$ cat src/rtl/pipe_stage_elastic_if.sv
// pipe_stage_elastic_if: handshake, payload, refresh and perf signals of one elastic pipeline stage
interface pipe_stage_elastic_if #(
  parameter int OP_W   = 7,
  parameter int CTRL_W = 8,
  parameter int OPER_W = 16,
  parameter int OPER_N = 4,
  parameter int SRC_W  = 3,
  parameter int SRC_N  = 2
);
  logic                     flush;
  logic                     in_valid;
  logic                     in_ready;
  logic [OP_W-1:0]          in_op;
  logic [CTRL_W-1:0]        in_ctrl;
  logic [OPER_N*OPER_W-1:0] in_oper;
  logic [SRC_N*SRC_W-1:0]   in_src;
  logic                     upd_en;
  logic [SRC_W-1:0]         upd_sel;
  logic [OPER_W-1:0]        upd_data;
  logic                     out_valid;
  logic                     out_ready;
  logic [OP_W-1:0]          out_op;
  logic [CTRL_W-1:0]        out_ctrl;
  logic [OPER_N*OPER_W-1:0] out_oper;
  logic [SRC_N*SRC_W-1:0]   out_src;
  logic [15:0]              perf_stall_cnt;
  modport slave (
    input  flush, in_valid, in_op, in_ctrl, in_oper, in_src, upd_en, upd_sel, upd_data, out_ready,
    output in_ready, out_valid, out_op, out_ctrl, out_oper, out_src, perf_stall_cnt
  );
  modport master (
    output flush, in_valid, in_op, in_ctrl, in_oper, in_src, upd_en, upd_sel, upd_data, out_ready,
    input  in_ready, out_valid, out_op, out_ctrl, out_oper, out_src, perf_stall_cnt
  );
endinterface

$ cat src/rtl/pipe_stage_elastic.sv
// pipe_stage_elastic: valid/ready stage with 2-entry skid, flush-to-NOP and operand refresh; PIPE_STAGE_PERF_EN adds a stall counter
module pipe_stage_elastic #(
  parameter int              OP_W   = 7,
  parameter logic [OP_W-1:0] NOP_OP = 7'b0000100,
  parameter int              CTRL_W = 8,
  parameter int              OPER_W = 16,
  parameter int              OPER_N = 4,
  parameter int              SRC_W  = 3,
  parameter int              SRC_N  = 2
) (
  input logic clk,
  input logic rst,
  pipe_stage_elastic_if.slave bus
);
  logic                     m_valid_q, m_valid_d, s_valid_q, s_valid_d, in_fire;
  logic [OP_W-1:0]          m_op_q, m_op_d, s_op_q, s_op_d;
  logic [CTRL_W-1:0]        m_ctrl_q, m_ctrl_d, s_ctrl_q, s_ctrl_d;
  logic [OPER_N*OPER_W-1:0] m_oper_q, m_oper_d, s_oper_q, s_oper_d;
  logic [SRC_N*SRC_W-1:0]   m_src_q, m_src_d, s_src_q, s_src_d;

  // advance main/skid entries, then refresh operands of whatever is valid after the edge
  always_comb begin
    {m_valid_d, m_op_d, m_ctrl_d, m_oper_d, m_src_d} = {m_valid_q, m_op_q, m_ctrl_q, m_oper_q, m_src_q};
    {s_valid_d, s_op_d, s_ctrl_d, s_oper_d, s_src_d} = {s_valid_q, s_op_q, s_ctrl_q, s_oper_q, s_src_q};
    in_fire = bus.in_valid & ~s_valid_q;
    if (~m_valid_q | bus.out_ready) begin
      m_valid_d = s_valid_q | in_fire;
      {m_op_d, m_ctrl_d, m_oper_d, m_src_d} = s_valid_q ? {s_op_q, s_ctrl_q, s_oper_q, s_src_q}
                                                        : {bus.in_op, bus.in_ctrl, bus.in_oper, bus.in_src};
      s_valid_d = 1'b0;
    end else if (in_fire) begin
      s_valid_d = 1'b1;
      {s_op_d, s_ctrl_d, s_oper_d, s_src_d} = {bus.in_op, bus.in_ctrl, bus.in_oper, bus.in_src};
    end
    for (int c = 0; c < SRC_N; c++) begin
      if (bus.upd_en && m_valid_d && m_src_d[c*SRC_W +: SRC_W] == bus.upd_sel)
        m_oper_d[c*OPER_W +: OPER_W] = bus.upd_data;
      if (bus.upd_en && s_valid_d && s_src_d[c*SRC_W +: SRC_W] == bus.upd_sel)
        s_oper_d[c*OPER_W +: OPER_W] = bus.upd_data;
    end
    if (bus.flush) begin
      m_valid_d = 1'b0;
      s_valid_d = 1'b0;
    end
  end

  // entry registers; reset clears everything
  always_ff @(posedge clk) begin
    if (rst) begin
      {m_valid_q, m_op_q, m_ctrl_q, m_oper_q, m_src_q} <= '0;
      {s_valid_q, s_op_q, s_ctrl_q, s_oper_q, s_src_q} <= '0;
    end else begin
      {m_valid_q, m_op_q, m_ctrl_q, m_oper_q, m_src_q} <= {m_valid_d, m_op_d, m_ctrl_d, m_oper_d, m_src_d};
      {s_valid_q, s_op_q, s_ctrl_q, s_oper_q, s_src_q} <= {s_valid_d, s_op_d, s_ctrl_d, s_oper_d, s_src_d};
    end
  end

  assign bus.in_ready  = ~s_valid_q;
  assign bus.out_valid = m_valid_q;
  assign bus.out_op    = m_valid_q ? m_op_q : NOP_OP;
  assign bus.out_ctrl  = m_valid_q ? m_ctrl_q : '0;
  assign bus.out_oper  = m_oper_q;
  assign bus.out_src   = m_src_q;

`ifdef PIPE_STAGE_PERF_EN
  logic [15:0] perf_q, perf_d;

  // saturating count of cycles where the main entry is blocked downstream
  always_comb perf_d = (m_valid_q & ~bus.out_ready & ~&perf_q) ? perf_q + 16'd1 : perf_q;

  // stall counter register; only reset clears it
  always_ff @(posedge clk) perf_q <= rst ? 16'd0 : perf_d;

  assign bus.perf_stall_cnt = perf_q;
`else
  assign bus.perf_stall_cnt = 16'd0;
`endif
endmodule

$ cat src/flat_wrapper.sv
// flat-port wrapper written by rule: the top's interface ports become plain ports
module pipe_stage_elastic_flat 
#(
  parameter int              OP_W   = 7,
  parameter logic [OP_W-1:0] NOP_OP = 7'b0000100,
  parameter int              CTRL_W = 8,
  parameter int              OPER_W = 16,
  parameter int              OPER_N = 4,
  parameter int              SRC_W  = 3,
  parameter int              SRC_N  = 2
)
  (clk, rst, bus_flush, bus_in_valid, bus_in_op, bus_in_ctrl, bus_in_oper, bus_in_src, bus_upd_en, bus_upd_sel, bus_upd_data, bus_out_ready, bus_in_ready, bus_out_valid, bus_out_op, bus_out_ctrl, bus_out_oper, bus_out_src, bus_perf_stall_cnt);
  pipe_stage_elastic_if #(.OP_W(OP_W), .CTRL_W(CTRL_W), .OPER_W(OPER_W), .OPER_N(OPER_N), .SRC_W(SRC_W), .SRC_N(SRC_N)) bus_i ();
  input logic clk;
  input logic rst;
  input wire logic [$bits(bus_i.flush)-1:0] bus_flush;
  input wire logic [$bits(bus_i.in_valid)-1:0] bus_in_valid;
  input wire logic [$bits(bus_i.in_op)-1:0] bus_in_op;
  input wire logic [$bits(bus_i.in_ctrl)-1:0] bus_in_ctrl;
  input wire logic [$bits(bus_i.in_oper)-1:0] bus_in_oper;
  input wire logic [$bits(bus_i.in_src)-1:0] bus_in_src;
  input wire logic [$bits(bus_i.upd_en)-1:0] bus_upd_en;
  input wire logic [$bits(bus_i.upd_sel)-1:0] bus_upd_sel;
  input wire logic [$bits(bus_i.upd_data)-1:0] bus_upd_data;
  input wire logic [$bits(bus_i.out_ready)-1:0] bus_out_ready;
  output wire logic [$bits(bus_i.in_ready)-1:0] bus_in_ready;
  output wire logic [$bits(bus_i.out_valid)-1:0] bus_out_valid;
  output wire logic [$bits(bus_i.out_op)-1:0] bus_out_op;
  output wire logic [$bits(bus_i.out_ctrl)-1:0] bus_out_ctrl;
  output wire logic [$bits(bus_i.out_oper)-1:0] bus_out_oper;
  output wire logic [$bits(bus_i.out_src)-1:0] bus_out_src;
  output wire logic [$bits(bus_i.perf_stall_cnt)-1:0] bus_perf_stall_cnt;
  assign bus_i.flush = bus_flush;
  assign bus_i.in_valid = bus_in_valid;
  assign bus_i.in_op = bus_in_op;
  assign bus_i.in_ctrl = bus_in_ctrl;
  assign bus_i.in_oper = bus_in_oper;
  assign bus_i.in_src = bus_in_src;
  assign bus_i.upd_en = bus_upd_en;
  assign bus_i.upd_sel = bus_upd_sel;
  assign bus_i.upd_data = bus_upd_data;
  assign bus_i.out_ready = bus_out_ready;
  assign bus_in_ready = bus_i.in_ready;
  assign bus_out_valid = bus_i.out_valid;
  assign bus_out_op = bus_i.out_op;
  assign bus_out_ctrl = bus_i.out_ctrl;
  assign bus_out_oper = bus_i.out_oper;
  assign bus_out_src = bus_i.out_src;
  assign bus_perf_stall_cnt = bus_i.perf_stall_cnt;
  pipe_stage_elastic #(.OP_W(OP_W), .NOP_OP(NOP_OP), .CTRL_W(CTRL_W), .OPER_W(OPER_W), .OPER_N(OPER_N), .SRC_W(SRC_W), .SRC_N(SRC_N)) u_core (.clk(clk), .rst(rst), .bus(bus_i));
endmodule
$ cat config.mk
export PLATFORM = sky130hd
export DESIGN_NAME = pipe_stage_elastic_flat
export DESIGN_NICKNAME = d
export VERILOG_FILES = /design/src/rtl/pipe_stage_elastic_if.sv /design/src/rtl/pipe_stage_elastic.sv /design/src/flat_wrapper.sv
export SDC_FILE = /design/constraint.sdc
export NUM_CORES = 1
export LEC_CHECK = 0
export ABC_AREA = 1
export CAP_MARGIN = 30
export CORE_MARGIN = 4
export CORE_UTILIZATION = 31
export CTS_CLUSTER_SIZE = 30
export DETAILED_ROUTE_END_ITERATION = 10
export PLACE_DENSITY = 0.64
export SYNTH_ARGS = -nofsm -noshare
export SYNTH_HDL_FRONTEND = slang
export SYNTH_SLANG_ARGS = --single-unit
$ cat constraint.sdc
create_clock -name clk -period 2 [get_ports clk]
set_input_delay 0.4 -clock clk [delete_from_list [all_inputs] [get_ports clk]]
set_output_delay 0.4 -clock clk [all_outputs]
set_load 0.02 [all_outputs]
==> results of run 1 <==
## registers in the layout (all words and copies together), names as in the netlist, 6 cells and up
name,flops
u_core.m_op_q,7
u_core.bus.out_oper,64
u_core.s_oper_q,64
u_core.s_op_q,7
u_core.s_src_q,6
u_core.bus.out_src,6
u_core.s_ctrl_q,8
u_core.m_ctrl_q,8
## stage by stage
step           instance area, sq um  instances  power, mW  hold slack [ns]  TNS (ns)
2_1_floorplan                  8710       1350       4.47            0.429         0
3_3_place_gp                  11200       1873       5.17            0.436    -35.86
5_1_grt                       12100       1918       9.06            0.383   -0.0532
3_5_place_dp                  11200       1873       5.18            0.443    -39.61
6_report                      12100       1919       8.65            0.382         0
4_1_cts                       11800       1905       8.71            0.366         0
## what timing repair did
| action | in CTS | in global routing |
|---|---|---|
| hold buffers | 0 | 0 |
| setup buffers | 0 | 8 |
| setup endpoints to repair | 41 | 83 |
| gates cloned | 0 | 5 |
| pin swaps | 0 | 9 |
| resized for setup | 19 | 36 |
## report_power, final
group | switching [mW] | internal (mW) | total (mW)
logic | 0.806 | 0.688 | 1.49
registers | 0.0805 | 3.58 | 3.66
clock network | 1.68 | 1.82 | 3.50
## final timing paths
kind,depth (start not counted),end,startpoint,slack [ns]
worst max-delay path,5,bus_out_ctrl[5],u_core.bus.out_valid$_SDFF_PP0_,0.1
worst min-delay path,2,u_core.bus.out_oper[3]$_SDFFE_PP0P_,rst,0.38
worst min register to register,2,u_core.s_ctrl_q[1]$_SDFFE_PP0P_,u_core.s_ctrl_q[1]$_SDFFE_PP0P_,0.45
worst max register to register,14,u_core.bus.out_oper[2]$_SDFFE_PP0P_,u_core.bus.out_valid$_SDFF_PP0_,0.15
## cell families (layout without fill, tap and decap cells)
logic type / count (synthesis) / after routing / share of synthesized area, %
AOI/OAI and AO/OA: 226 / 226 / 14.0
buffers and inverters: 218 / 411 / 11.6
DFF: 172 / 172 / 39.8
other: 1 / 17 / 0.0433
and+or+nand+nor: 718 / 721 / 34.6
## routing by layer
| metal | share of wire (%) | up-vias | GRT usage [%] |
|---|---|---|---|
| met3 | 10 | 28 | 5.76 |
| met2 | 44 | 339 | 27.7 |
| met4 | 1.1 | 6 | 3.63 |
| met1 | 45 | 4141 | 24.6 |
| met5 | 0.10 | - | 0 |
| li1 | - | 4621 | - |
## cell type report
class / count / area (sq um) / area share [%]
Tap cell: 372 / 465 / 3.84
Clock inverter: 15 / 195 / 1.61
Clock buffer: 17 / 425 / 3.51
Inverter: 111 / 418 / 3.45
Timing Repair Buffer: 268 / 2760 / 22.8
Antenna cell: 1 / 2.50 / 0.0206
Sequential cell: 172 / 3450 / 28.5
Multi-Input combinational cell: 963 / 4400 / 36.3
## Yosys cell counts, drive strengths merged
master	count	area share, %
a21oi	60	3.6
a31oi	39	2.8
and3	2	0.14
buf	55	4.5
clkbuf	52	2.3
clkinv	1	0.043
conb	1	0.043
dfxtp	172	40
inv	110	4.8
nand2	331	15
nand3	124	7.3
nand3b	4	0.35
nor2	255	12
o211ai	10	0.87
o21ai	117	6.8
or2	2	0.14
==> results.py, run 1 <==
metrics = {
    "outcome": {
        "status": "completed",
    },
    "cts": {
        "cts_tree": "yes",
        "clkLatencyLatePin_ns": 0.43,
        "clock_sinks": 172,
        "cts_buffers": 17,
        "clock_path_buffers": 2,
        "cts_max_level": 4,
        "cts-root-buf": "clkbuf_16",
        "path_clk_slew_ns": 0.08,
    },
    "job": {
        "cap_viol_max_count": 0,
    },
    "die": {
        "std_cell_rows": 60,
        "start_util_pct": 31.8,
        "die_w_um": 175,
        "fp.dieArea_sq_um": 30700,
        "core_area_sq_um": 27200,
        "io_pins": 213,
        "die_h_um": 175,
    },
    "global_routing": {
        "grt_pass1_wl_um": 45000,
        "track_usage_pct": 17.9,
        "antenna_found_initial": 4,
        "grt_max_degree": 85,
        "first_global_vias": 8220,
        "grt_overflow_total": 0,
    },
    "route": {
        "vias": 9135,
        "viasPerCell": 4.76,
        "wire_per_inst_um": 15.0,
        "wl_um": 28800,
        "ant_nets": 0,
        "drcViolationCount": 0,
        "first_pass_iters": 7,
        "drtIter0Drc": 614,
    },
    "setup_path": {
        "start_kind": "flip-flop",
        "crit_buf_inv": 4,
        "cp.required_ns": 1.60,
        "cp_max_fo": 15,
        "critical_path.cell_chain": "buf_6 > buf_12 > nand2_1 > inv_1 > dlygate4sd2_1",
        "cpMaxStageDelayCell": "dfxtp_2",
        "cp_data_arrival_time_ns": 1.50,
        "crit_type": "flip-flop to output pin",
        "crit_family": "buffers and inverters",
        "end_kind": "output pin",
        "cp_slowest_stage_delay_ns": 0.34,
    },
    "placement": {
        "dpl_worst_slack_ns": -0.496,
        "hpwl_um": 18900,
        "port_buffers": 196,
        "gp_congestion": 0.857,
    },
    "yosys": {
        "syn-mean-instance-area_sq_um": 6.48,
        "syn-cell-area_sq_um": 8650,
        "yosysSeqAreaShare_pct": 39.8,
        "ys_warn_count": 0,
        "ys_types": 27,
        "synth_seq_cells": 172,
        "syn-instance-count": 1335,
    },
    "final_layout": {
        "area_delta_synth_final_pct": 40.1,
        "post-route-util_pct": 44.6,
        "final_cell_mix": "nand2_1, nor2_1, clkdlybuf4s50_1",
        "final_common_cell": "nand2_1",
        "nFillCells": 2812,
        "nNetsFinal": 1643,
        "drive_above_1_share_pct": 9.38,
    },
    "sta": {
        "period_minus_slack_ns": 1.90,
        "hold_viol_final": 0,
        "slew_headroom_pct": 55.0,
        "finClkSkew_ns": 0.0116,
        "tightest_slew_ns": 0.675,
        "fin_crit_sh_pct": 95.0,
        "finalSetupViolCount": 0,
        "drv_slew": 0,
        "fmax_ghz": 0.526,
        "fin_ws_ns": 0.0992,
    },
    "power": {
        "ir_drop_mv": 0.471,
        "powerDensity_nw_per_um2": 714,
        "leakagePower_nw": 5.27,
    },
    "min_path": {
        "hold_class": "primary input to flip-flop",
    },
}
No activity file was read; power rests on OpenSTA's default activity.
==> inputs of run 2 (changes only) <==
--- a/config.mk
+++ b/config.mk
@@ -5,13 +5,13 @@
 export SDC_FILE = /design/constraint.sdc
 export NUM_CORES = 1
 export LEC_CHECK = 0
-export ABC_AREA = 1
 export CAP_MARGIN = 30
-export CORE_MARGIN = 4
+export CELL_PAD_IN_SITES_DETAIL_PLACEMENT = 0
+export CELL_PAD_IN_SITES_GLOBAL_PLACEMENT = 1
 export CORE_UTILIZATION = 31
 export CTS_CLUSTER_SIZE = 30
 export DETAILED_ROUTE_END_ITERATION = 10
-export PLACE_DENSITY = 0.64
+export PLACE_DENSITY = 0.8
 export SYNTH_ARGS = -nofsm -noshare
 export SYNTH_HDL_FRONTEND = slang
 export SYNTH_SLANG_ARGS = --single-unit
==> run 2 against run 1 <==
Compared with the run above:
- the run now ends with negative setup slack left
- critical path type is now flip-flop to flip-flop
- die area is 14% lower
- non-clock buffer count is 16 lower
- combinational power is 21% lower
- global-route usage is 1.2 points lower
- sequential cell count stayed put
- first-iteration DRC count is 41% lower
- synthesized area is 7.7% lower
- register-to-register slack worse by 0.25 ns
- total power is 2.0% lower
- critical path depth is 2 higher
==> results.py, run 2 <==
metrics = {
    "yosys": {
        "synthFlopType": "dfxtp_1",
        "synthTopCellsByArea": "dfxtp_1, mux2i_1, nand2_1",
        "syn-mean-instance-area_sq_um": 8.98,
        "synth_top_area_share_pct": 43.1,
        "synth_seq_cells": 172,
        "ys_types": 28,
        "synth_largest_area_cell": "dfxtp_1",
        "syn-instance-count": 889,
        "yosysMostFrequentCell": "dfxtp_1",
        "synthTopCellsByCount": "dfxtp_1, nand2_1, mux2i_1",
        "async_reset_ff_share_pct": 0,
        "syn-cell-area_sq_um": 7990,
        "ys_warn_count": 0,
        "yosysSeqAreaShare_pct": 43.1,
        "synth_edf_count": 0,
    },
    "final_layout": {
        "final_cells": 1428,
        "diodes": 0,
        "drive_above_1_share_pct": 10.7,
        "nNetsFinal": 1195,
        "area_delta_synth_final_pct": 41.6,
        "post-route-util_pct": 44.8,
        "multi_input_area_sq_um": 4240,
        "final_common_cell": "clkdlybuf4s50_1",
        "final_cell_mix": "clkdlybuf4s50_1, dfxtp_1, nand2_1",
        "nFillCells": 2455,
        "regArea_sq_um": 3450,
        "design_area_sq_um": 11300,
    },
    "cts": {
        "clock_sinks": 172,
        "clock_path_buffers": 2,
        "clkLatencyLatePin_ns": 0.42,
        "path_clk_slew_ns": 0.07,
        "cts-root-buf": "clkbuf_16",
        "hold_buffers": 0,
        "cts_buffers": 17,
        "cts_max_level": 4,
        "cts_tree": "yes",
    },
    "sta": {
        "setup_tns_ns": -1.32,
        "drv_slew": 0,
        "tightest_slew_ns": 0.750,
        "period_minus_slack_ns": 2.10,
        "fin_crit_sh_pct": 105,
        "finClkSkew_ns": 0.0111,
        "rsz0062_at_grt": "true",
        "hold_viol_final": 0,
        "slew_headroom_pct": 50.0,
        "finalSetupViolCount": 22,
        "fin_ws_ns": -0.0973,
        "fmax_ghz": 0.477,
    },
    "outcome": {
        "violations": "negative setup slack",
        "status": "finished with violations",
    },
    "die": {
        "die_h_um": 163,
        "fp.dieArea_sq_um": 26400,
        "core_area_sq_um": 25300,
        "io_pins": 213,
        "die_w_um": 163,
        "start_util_pct": 31.6,
        "std_cell_rows": 58,
    },
    "setup_path": {
        "crit_buf_inv": 2,
        "cp_slowest_stage_delay_ns": 0.60,
        "crit_type": "flip-flop to flip-flop",
        "crit_family": "simple AND/OR/NAND/NOR gates",
        "start_kind": "flip-flop",
        "r2r-end": "u_core.s_oper_q[1]$_SDFFE_PP0P_",
        "cp_max_fo": 7,
        "cp.required_ns": 2.30,
        "cp_data_arrival_time_ns": 2.40,
        "critical_path.cell_chain": "nand4bb_4 > buf_6 > mux2i_4 > xnor2_2 > or4_4 > clkbuf_16 > mux2i_1",
        "regToRegSetupSlack_ns": -0.1,
        "reg2reg_depth": 7,
        "cpMaxStageDelayCell": "or4_4",
        "r2r-start": "u_core.s_valid_q$_SDFF_PP0_",
        "end_kind": "flip-flop",
    },
    "global_routing": {
        "top_usage_layer": "met2",
        "track_usage_pct": 16.7,
        "antenna_found_initial": 2,
        "grt_overflow_total": 0,
        "grt_pass1_wl_um": 34300,
        "gr-usage-met3_pct": 3.90,
        "gr-usage-met2_pct": 28.0,
        "first_global_vias": 6430,
        "grt_max_degree": 81,
        "met1_usage_pct": 21.3,
    },
    "power": {
        "switchingPower_mw": 2.11,
        "powerDensity_nw_per_um2": 749,
        "leakagePower_nw": 4.46,
        "p_comb_share_pct": 13.8,
        "ir_drop_mv": 0.393,
        "p_seq_share_pct": 43.1,
        "p_sw_share_pct": 24.9,
        "p_clk_share_pct": 43.1,
        "p_int_mw": 6.37,
    },
    "placement": {
        "port_buffers": 196,
        "hpwl_um": 15000,
        "gp_congestion": 0.773,
        "place_area_sq_um": 10500,
        "dp.cells": 1392,
    },
    "min_path": {
        "min-delay-start": "rst",
        "holdPathStages": 2,
        "min_to": "u_core.s_oper_q[40]$_SDFFE_PP0P_",
        "hold_class": "primary input to flip-flop",
    },
    "route": {
        "drcViolationCount": 0,
        "vias": 6684,
        "drtIter0Drc": 365,
        "wl_um": 22100,
        "viasPerCell": 4.68,
        "first_pass_iters": 6,
        "ant_nets": 0,
        "wire_per_inst_um": 15.5,
    },
    "job": {
        "cap_viol_max_count": 0,
    },
}
[run 2: repair_timing]
| action | CTS | global route |
|---|---|---|
| buffers inserted | 1 | 1 |
| gates resized for setup | 22 | 31 |
| pin swaps | 1 | 3 |
| endpoints found under the hold margin | 0 | 0 |
| endpoints found under the setup margin | 47 | 77 |
| cloned | 0 | 2 |
[run 2: area by class of cell]
type                            count  share of cell area (%)
Sequential cell                   172                    30.5
Clock inverter                     13                    1.77
Multi-Input combinational cell    641                    37.5
Inverter                            1                  0.0332
Clock buffer                       19                    4.00
Tap cell                          330                    3.65
Timing Repair Buffer              252                    22.6
[run 2: metrics by stage]
stage | setup WS (ns) | total power [mW] | hold WS [ns]
floorplan | -0.170 | 4.28 | 0.436
global placement | -0.512 | 4.89 | 0.441
detailed placement | -0.575 | 4.90 | 0.446
CTS | -0.0252 | 8.59 | 0.362
global route | -0.152 | 8.83 | 0.401
finish | -0.0973 | 8.48 | 0.376
[run 2: worst reg2reg max path, delay by kind of cell, from the launching register on]
family / cells / cell delay [ns]
xor+xnor: 1 / 0.15
buf+inv: 2 / 0.36
flops: 1 / 0.35
mux: 2 / 0.31
simple gates: 2 / 0.81
[run 2: logic make-up (layout without fill, tap and decap cells)]
kind of cell	count (synthesis)	count (layout)	share of synthesized area, %
and+or+nand+nor	292	292	15.5
muxes	161	161	20.3
other	1	16	0.0469
AOI/OAI and AO/OA	160	160	14.1
DFF	172	172	43.1
xor gates and xnor gates	12	12	1.32
buffers and inverters	91	285	5.69
[run 2: worst max path at each step]
| stage | end | cells after the start | slack, ns | startpoint |
|---|---|---|---|---|
| final | u_core.s_oper_q[1]$_SDFFE_PP0P_ | 7 | -0.1 | u_core.s_valid_q$_SDFF_PP0_ |
| after global routing | u_core.s_oper_q[0]$_SDFFE_PP0P_ | 7 | -0.15 | u_core.s_valid_q$_SDFF_PP0_ |
| after CTS | u_core.s_oper_q[27]$_SDFFE_PP0P_ | 8 | -0.03 | bus_out_ready |
| after detailed placement | u_core.s_oper_q[8]$_SDFFE_PP0P_ | 7 | -0.57 | bus_out_ready |
| after global placement | u_core.s_oper_q[11]$_SDFFE_PP0P_ | 7 | -0.51 | bus_out_ready |
| after floorplan | u_core.s_oper_q[20]$_SDFFE_PP0P_ | 8 | -0.17 | bus_out_ready |
[run 2: per-layer routing]
metal | part of all wire, % | wire [um] | up-vias
met4 | 0.85 | 189 | 2
met3 | 5.2 | 1160 | 16
met5 | 0.059 | 13 | -
met1 | 46 | 10200 | 3096
li1 | - | - | 3418
met2 | 48 | 10600 | 152
[run 2: power groups by stage]
stage               Combinational (mW)  Clock, mW  Sequential [mW]
finish                            1.17       3.65             3.65
global route                      1.26       3.91             3.67
CTS                               1.17       3.77             3.65
detailed placement                1.17          0             3.73
global placement                  1.17          0             3.73
floorplan                        0.444          0             3.84
==> inputs of run 3 (changes only) <==
--- a/config.mk
+++ b/config.mk
@@ -6,12 +6,10 @@
 export NUM_CORES = 1
 export LEC_CHECK = 0
 export CAP_MARGIN = 30
-export CELL_PAD_IN_SITES_DETAIL_PLACEMENT = 0
-export CELL_PAD_IN_SITES_GLOBAL_PLACEMENT = 1
 export CORE_UTILIZATION = 31
 export CTS_CLUSTER_SIZE = 30
 export DETAILED_ROUTE_END_ITERATION = 10
-export PLACE_DENSITY = 0.8
+export PLACE_DENSITY = 0.65
 export SYNTH_ARGS = -nofsm -noshare
 export SYNTH_HDL_FRONTEND = slang
 export SYNTH_SLANG_ARGS = --single-unit
==> run 3 against run 2 <==
Compared with the run above:
- the run still ends with negative setup slack left
- utilization shrank 0.069 points
- combinational power about the same
- sequential power is essentially flat
- register-to-register slack improved by 0.05 ns
- critical path depth unchanged
==> results.py, run 3 (same netlist as run 2, synthesis figures left out) <==
metrics = {
    "final_layout": {
        "area_delta_synth_final_pct": 41.4,
        "design_area_sq_um": 11300,
        "nNetsFinal": 1194,
        "final_cell_mix": "clkdlybuf4s50_1, dfxtp_1, nand2_1",
        "drive_above_1_share_pct": 11.6,
        "diodes": 0,
        "final_common_cell": "clkdlybuf4s50_1",
        "final_cells": 1427,
    },
    "power": {
        "p_sw_share_pct": 27.3,
        "p_clk_share_pct": 41.3,
        "powerDensity_nw_per_um2": 726,
        "p_seq_share_pct": 44.5,
        "leakagePower_nw": 4.44,
        "p_int_mw": 5.97,
        "p_comb_share_pct": 14.3,
        "switchingPower_mw": 2.24,
        "ir_drop_mv": 0.435,
    },
    "route": {
        "wl_met3_um": 814,
        "routed-wl-met2_um": 10800,
        "drcViolationCount": 0,
        "highest_layer": "met5",
        "first_pass_iters": 7,
        "vias": 6712,
        "wl_met1_um": 10500,
        "wl_um": 22300,
        "ant_nets": 0,
        "wire_per_inst_um": 15.7,
        "viasPerCell": 4.70,
        "drtIter0Drc": 282,
    },
    "sta": {
        "tightest_slew_ns": 0.605,
        "finalSetupViolCount": 14,
        "hold_viol_final": 0,
        "drv_slew": 0,
        "slew_headroom_pct": 59.6,
        "finClkSkew_ns": 0.0143,
        "fin_crit_sh_pct": 103,
        "rsz0062_at_grt": "true",
        "setup_tns_ns": -0.278,
        "whs_ns": 0.455,
        "period_minus_slack_ns": 2.05,
        "fin_ws_ns": -0.0512,
        "fmax_ghz": 0.488,
    },
    "placement": {
        "place_area_sq_um": 10500,
        "gp_congestion": 0.770,
        "dp.cells": 1384,
        "dpl_worst_slack_ns": -0.542,
        "hpwl_um": 14200,
        "port_buffers": 196,
    },
    "cts": {
        "cts_max_level": 4,
        "clock_path_buffers": 2,
        "cts_tree": "yes",
        "path_clk_slew_ns": 0.07,
        "clock_sinks": 172,
        "cts-root-buf": "clkbuf_16",
        "clkLatencyLatePin_ns": 0.43,
        "hold_buffers": 0,
        "cts_buffers": 17,
    },
    "setup_path": {
        "cp_slowest_stage_delay_ns": 0.55,
        "crit_buf_inv": 2,
        "cp_data_arrival_time_ns": 2.36,
        "cp.required_ns": 2.31,
        "cpMaxStageDelayCell": "or4_4",
        "cp_max_fo": 14,
        "crit_type": "flip-flop to flip-flop",
        "crit_family": "simple AND/OR/NAND/NOR gates",
        "end_kind": "flip-flop",
        "start_kind": "flip-flop",
        "critical_path.cell_chain": "nand4bb_4 > buf_6 > mux2i_4 > xnor2_1 > or4_4 > buf_12 > mux2i_2",
    },
    "die": {
        "std_cell_rows": 58,
        "fp.dieArea_sq_um": 26400,
        "die_h_um": 163,
        "io_pins": 213,
        "core_area_sq_um": 25300,
        "die_w_um": 163,
        "start_util_pct": 31.6,
    },
    "global_routing": {
        "antenna_found_initial": 2,
        "track_usage_pct": 16.6,
        "grt_pass1_wl_um": 34500,
        "grt_overflow_total": 0,
        "grt_max_degree": 97,
        "first_global_vias": 6426,
    },
    "outcome": {
        "violations": "negative setup slack",
        "status": "finished with violations",
    },
    "job": {
        "cap_viol_max_count": 0,
    },
    "min_path": {
        "hold_class": "flip-flop to flip-flop",
    },
}
run 3: cell types whose count changed in the layout (fill, tap and decap cells not counted), moves of 2 or more:
cell / previous run / this run
inv_8: 1 / 4
buf_6: 3 / 5
mux2i_4: 2 / 4
clkinv_8: 0 / 2
bufinv_16: 4 / 1
clkbuf_8: 2 / 0
buf_4: 40 / 35
clkbuf_2: 4 / 11
clkdlybuf4s15_1: 9 / 0
mux2i_1: 146 / 143
run 3: tightest hold or removal path: stages (launching register included):
cell     delay (ns)
dfxtp_1        0.31
nand2_1        0.05
a21oi_1        0.05
run 3: metrics by stage:
| stage | util [%] | power (mW) |
|---|---|---|
| 3_5_place_dp | 41.5 | 4.88 |
| 3_3_place_gp | 41.5 | 4.87 |
| 2_1_floorplan | - | 4.28 |
| 4_1_cts | 44.4 | 8.31 |
| 6_report | 44.7 | 8.21 |
| 5_1_grt | 44.7 | 8.54 |
run 3: worst paths after layout:
check,end,startpoint,cells past startpoint,slack [ns]
worst max register to register,u_core.s_oper_q[2]$_SDFFE_PP0P_,u_core.s_valid_q$_SDFF_PP0_,7,-0.05
worst min register to register,u_core.s_oper_q[35]$_SDFFE_PP0P_,u_core.s_oper_q[35]$_SDFFE_PP0P_,2,0.45
worst max-delay path,u_core.s_oper_q[2]$_SDFFE_PP0P_,u_core.s_valid_q$_SDFF_PP0_,7,-0.05
worst min-delay path,u_core.s_oper_q[35]$_SDFFE_PP0P_,u_core.s_oper_q[35]$_SDFFE_PP0P_,2,0.45
run 3: layout make-up:
cell class                 instances  area (sq um)
clock inverter                    15           176
timing repair buffer             251          2570
clock buffer                      17           425
inverter                           1          3.75
tap                              330           413
sequential                       172          3450
fill                            2475         14000
multi-input combinational        641          4260
run 3: power by group through the flow:
stage	sequential (mW)	clock (mW)	combinational, mW
floorplan	3.84	0	0.444
global placement	3.72	0	1.14
detailed placement	3.73	0	1.15
CTS	3.65	3.50	1.16
global route	3.67	3.62	1.25
finish	3.65	3.39	1.17
run 3: timing repair:
item,4_1_cts,5_1_grt
setup endpoints to repair,77,75
resized for setup,29,35
setup buffers,3,4
cloned,2,2
pin swaps,1,6
endpoints found under the hold margin,0,0
run 3: per-layer routing:
| layer | up-vias | track usage [%] |
|---|---|---|
| met1 | 3147 | 20.9 |
| met2 | 128 | 28.8 |
| li1 | 3418 | - |
| met3 | 17 | 3.46 |
| met4 | 2 | 3.99 |
| met5 | - | 0 |
